==> src/rtl/decode_stage.sv <==
// Decode stage of a five-stage MIPS-style pipeline: IF/ID register, 32x32 register file with
// write-first bypass, main/ALU decoder, early branch compare and branch/jump target generation.
module decode_stage (
  input  logic        CLK,
  input  logic        rst_n,
  input  logic [31:0] InstrF,
  input  logic [31:0] PCPlus4F,
  input  logic        StallD,
  input  logic        FlushD,
  input  logic        RegWriteW,
  input  logic [4:0]  WriteRegW,
  input  logic [31:0] ResultW,
  input  logic        ForwardAD,
  input  logic        ForwardBD,
  input  logic [31:0] ALUOutM,
  output logic        RegWriteD,
  output logic        MemToRegD,
  output logic        MemWriteD,
  output logic        ALUSrcD,
  output logic        RegDstD,
  output logic        BranchD,
  output logic        JumpD,
  output logic [2:0]  ALUControlD,
  output logic [31:0] RD1D,
  output logic [31:0] RD2D,
  output logic [4:0]  RsD,
  output logic [4:0]  RtD,
  output logic [4:0]  RdD,
  output logic [31:0] SignImmD,
  output logic        PCSrcD,
  output logic [31:0] PCBranchD,
  output logic [31:0] PCJumpD
);

  logic [31:0] instr_q, instr_d;
  logic [31:0] pcplus4_q, pcplus4_d;
  logic [31:0] rf_q [32];
  logic        rf_we;
  logic [31:0] cmp_a, cmp_b;

  // Flush wins over stall so a squashed slot never lingers behind a stall.
  always_comb begin
    instr_d   = InstrF;
    pcplus4_d = PCPlus4F;
    if (FlushD) begin
      instr_d   = '0;
      pcplus4_d = '0;
    end else if (StallD) begin
      instr_d   = instr_q;
      pcplus4_d = pcplus4_q;
    end
  end

  always_ff @(posedge CLK or negedge rst_n) begin
    if (!rst_n) begin
      instr_q   <= '0;
      pcplus4_q <= '0;
    end else begin
      instr_q   <= instr_d;
      pcplus4_q <= pcplus4_d;
    end
  end

  assign rf_we = RegWriteW && (WriteRegW != 5'd0);

  always_ff @(posedge CLK or negedge rst_n) begin
    if (!rst_n) begin
      for (int i = 0; i < 32; i++) rf_q[i] <= '0;
    end else if (rf_we) begin
      rf_q[WriteRegW] <= ResultW;
    end
  end

  assign RsD      = instr_q[25:21];
  assign RtD      = instr_q[20:16];
  assign RdD      = instr_q[15:11];
  assign SignImmD = {{16{instr_q[15]}}, instr_q[15:0]};

  // Writeback data is visible in the same cycle it is written (write-first).
  always_comb begin
    RD1D = rf_q[RsD];
    if (RsD == 5'd0)                      RD1D = '0;
    else if (rf_we && (WriteRegW == RsD)) RD1D = ResultW;
  end

  always_comb begin
    RD2D = rf_q[RtD];
    if (RtD == 5'd0)                      RD2D = '0;
    else if (rf_we && (WriteRegW == RtD)) RD2D = ResultW;
  end

  always_comb begin
    RegWriteD   = 1'b0;
    MemToRegD   = 1'b0;
    MemWriteD   = 1'b0;
    ALUSrcD     = 1'b0;
    RegDstD     = 1'b0;
    BranchD     = 1'b0;
    JumpD       = 1'b0;
    ALUControlD = 3'b000;
    case (instr_q[31:26])
      6'b000000: begin
        // Unknown funct (including the all-zero bubble) decodes as a full nop.
        RegWriteD = 1'b1;
        RegDstD   = 1'b1;
        case (instr_q[5:0])
          6'b100000: ALUControlD = 3'b010;
          6'b100010: ALUControlD = 3'b110;
          6'b100100: ALUControlD = 3'b000;
          6'b100101: ALUControlD = 3'b001;
          6'b101010: ALUControlD = 3'b111;
          default: begin
            RegWriteD = 1'b0;
            RegDstD   = 1'b0;
          end
        endcase
      end
      6'b100011: begin
        RegWriteD   = 1'b1;
        ALUSrcD     = 1'b1;
        MemToRegD   = 1'b1;
        ALUControlD = 3'b010;
      end
      6'b101011: begin
        MemWriteD   = 1'b1;
        ALUSrcD     = 1'b1;
        ALUControlD = 3'b010;
      end
      6'b000100: begin
        BranchD     = 1'b1;
        ALUControlD = 3'b110;
      end
      6'b001000: begin
        RegWriteD   = 1'b1;
        ALUSrcD     = 1'b1;
        ALUControlD = 3'b010;
      end
      6'b000010: JumpD = 1'b1;
      default: ;
    endcase
  end

  assign cmp_a     = ForwardAD ? ALUOutM : RD1D;
  assign cmp_b     = ForwardBD ? ALUOutM : RD2D;
  assign PCSrcD    = BranchD && (cmp_a == cmp_b);
  assign PCBranchD = pcplus4_q + {SignImmD[29:0], 2'b00};
  assign PCJumpD   = {pcplus4_q[31:28], instr_q[25:0], 2'b00};

endmodule

==> config.mk <==
export PLATFORM = sky130hd
export DESIGN_NAME = decode_stage
export DESIGN_NICKNAME = d
export VERILOG_FILES = /design/src/rtl/decode_stage.sv
export SDC_FILE = /design/constraint.sdc
export NUM_CORES = 2
export LEC_CHECK = 0
export CORE_ASPECT_RATIO = 0.5
export CORE_MARGIN = 10
export CORE_UTILIZATION = 50
export CTS_CLUSTER_DIAMETER = 150
export CTS_CLUSTER_SIZE = 16
export DETAILED_ROUTE_END_ITERATION = 10
export DONT_BUFFER_PORTS = 1
export PLACE_DENSITY_LB_ADDON = 0.25
export RECOVER_POWER = 100
export SLEW_MARGIN = 20
export SYNTH_ARGS = -nofsm -noshare
export SYNTH_HDL_FRONTEND = slang
export SYNTH_SLANG_ARGS = --single-unit
==> constraint.sdc <==
create_clock -name CLK -period 5.4 [get_ports CLK]
set_input_delay 0.81 -clock CLK [delete_from_list [all_inputs] [get_ports CLK]]
set_output_delay 0.81 -clock CLK [all_outputs]
set_load 0.03 [all_outputs]
==> impl_metrics.json <==
{
  "status": "complete, but fails checks",
  "violations": "max-capacitance violations, max-slew violations, negative setup slack",
  "layout_commonest_cell": "dfrtp_1",
  "async_reset_ff_share_pct": 100.0,
  "clock_skew_ns": 0,
  "rsz0062_at_grt": "yes",
  "dp_hpwl_um": 165600,
  "whs_ns": 0.05656,
  "worstPathMaxFanout": 26,
  "required_ns": 4.59,
  "worst_ep_arrival_time_ns": 4.87,
  "drc_errors": 0,
  "final_util_pct": 55.36,
  "cts_tree": "built",
  "drt_iter0_markers": 7010,
  "yosys.cell_types.count": 95,
  "vias_per_cell": 7.191,
  "die_area_um2": 139100,
  "overflow": 0,
  "port-buffer-count": 0,
  "finalHoldViolations": 0,
  "cts-htree-levels": 3,
  "max_clock_freq_ghz": 0.1759,
  "drv_slew": 1623,
  "finalPower_uw": 22490,
  "final_area_um2": 68140,
  "grt_pass1_wl_um": 355400,
  "ys_seq_area_share_pct": 44.00,
  "die_x_um": 517.5,
  "syn_avg_cell_area_um2": 12.74,
  "core_um2": 123100,
  "worstReg2RegStart": "instr_q[23]",
  "clockRootBuffer": "clkbuf_16",
  "num_rows": 91,
  "clkSinkCount": 1088,
  "yosysWarnings": 0,
  "drt_pass1_iterations": 6,
  "crit_buf_inv": 2,
  "hold_path.class": "in -> async",
  "track_usage_pct": 35.81,
  "p_leak_uw": 0.02883,
  "most-common-layout-cells": "dfrtp_1, mux2_2, mux4_2",
  "worstMarginPinSlew_ns": 5.133,
  "timing.final.crit_share_pct": 105.3,
  "end_kind": "output port",
  "slew_headroom_pct": -242.2,
  "startpoint": "instr_q[18]",
  "die_h_um": 268.7,
  "cpPeakStageDelay_ns": 0.64,
  "antenna_found_initial": 23,
  "cts_buffers": 77,
  "wl_um": 254500,
  "grt_pass1_vias": 46350,
  "start_util_pct": 50.27,
  "clockBufferDepth": 3,
  "clkTransAtPathRegs_ns": 0.08,
  "gp_congestion": 1.007,
  "wire_per_inst_um": 38.92,
  "grt_max_degree": 241,
  "syn2layout_area_growth_pct": 10.12,
  "final_nets": 5013,
  "fin_crit_ns": 5.684,
  "vdd_drop_max_mv": 0.2691,
  "worstSetupStartpointType": "flip-flop",
  "powerDensity_nw_per_um2": 330.0,
  "ys.flop_type": "dfrtp_1",
  "synth_edf_count": 0,
  "antenna_left": 0,
  "slowest_stage": "dfrtp_4",
  "dr_total_vias": 47020,
  "clk_latency_ns": 0.71,
  "setup_viol": 1,
  "dpl_cell_area_um2": 64910,
  "worstSetupPathType": "reg -> out",
  "ios": 326,
  "crit_chain": "buf_12 -> nand2b_1 -> o22ai_1 -> nor3_1 -> or3_1 -> o211ai_1 -> xnor2_1 -> nor3_2 -> o2111ai_1 -> o31a_1 -> nor4_2 -> buf_4",
  "fin_ws_ns": -0.2845,
  "drv_cap": 49,
  "drive_gt1_share_pct": 38.65,
  "path_delay_family": "simple AND/OR/NAND/NOR gates",
  "synth-seq-cells": 1088,
  "syn-cell-area_um2": 61870,
  "syn-instance-count": 4855
}
==> cell usage after synthesis, types with 48 or more instances <==
| cell type | instances | area share (%) |
|---|---|---|
| mux2i_1 | 300 | 4.9 |
| mux4_2 | 408 | 15 |
| a21oi_1 | 73 | 0.59 |
| o21ai_0 | 226 | 1.8 |
| nor2_1 | 181 | 1.1 |
| dfrtp_1 | 1088 | 44 |
| xnor2_1 | 73 | 1.0 |
| nand2_1 | 295 | 1.8 |
| buf_4 | 123 | 1.5 |
| a22oi_1 | 102 | 1.2 |
| buf_2 | 90 | 0.73 |
| mux2_2 | 833 | 15 |
| inv_1 | 51 | 0.31 |
| clkbuf_1 | 289 | 1.8 |
| nor3_1 | 48 | 0.39 |
==> cells by family (layout without fill, tap and decap cells) <==
logic type / count (synthesis) / after routing / share of synthesized area, %
buffers and inverters: 608 / 605 / 5.102
adders and majority gates: 30 / 30 / 0.6188
xor gates and xnor gates: 96 / 96 / 1.359
AOI/OAI and AO/OA: 718 / 718 / 7.824
muxes: 1552 / 1552 / 35.33
and+or+nand+nor: 762 / 763 / 5.757
DFF: 1088 / 1088 / 44.00
other: 1 / 12 / 0.006061
==> layer usage <==
metal  track usage, %  share of wire, %
met1            45.20                36
met2            51.73                42
met5                0             0.038
met3            14.62                14
met4            21.18               7.2
==> where the power goes <==
group | internal, µW | switching [µW] | total [µW]
Combinational | 2970 | 2950 | 5920
Sequential | 9620 | 1230 | 10800
Clock | 2600 | 3110 | 5720
Total | 15200 | 7290 | 22500
==> cell type report <==
type                    count  area, µm²
multi-input cells        3161      32170
diodes                     10      25.02
inverters                  54      202.7
flip-flops and latches   1088      27260
well taps                1674       2095
repair buffers            461       4279
fillers                  9991      54940
clock buffers              83       1949
clock inverters             7      155.1
==> timing repair <==
item                       4_1_cts  5_1_grt
cloned                          11        0
buffers inserted                49        1
setup endpoints to repair        2        5
hold endpoints to repair        73        0
resized for setup              141       23
hold buffers                     2        0
pin swaps                       24        1
==> worst paths after layout <==
check                                    to  slack (ns)  depth (start not counted)
worst max-delay path                 PCSrcD       -0.28                         12
worst min-delay path              rf_q[690]        0.06                          1
worst max register to register  instr_q[23]        3.48                          4
worst min register to register    rf_q[992]        0.39                          0
max in group asynchronous         rf_q[758]        0.56                          5
min in group CLK                instr_q[25]        0.14                          1
==> state kept, by name, indices dropped and copies added, names as in the netlist <==
name and cells:
rf_q 1024, instr_q 32, pcplus4_q 32
==> metrics by stage <==
stage          std cells  TNS (ns)  setup slack, ns
6_report            6538   -0.2845          -0.2845
5_1_grt             6530    -22.78          -0.2689
4_1_cts             6525  -0.08490         -0.08490
3_5_place_dp        6374         0           0.2394
3_3_place_gp        6370         0           0.1896
2_1_floorplan       4856         0           0.3044
(Power assumes the default switching activity.)
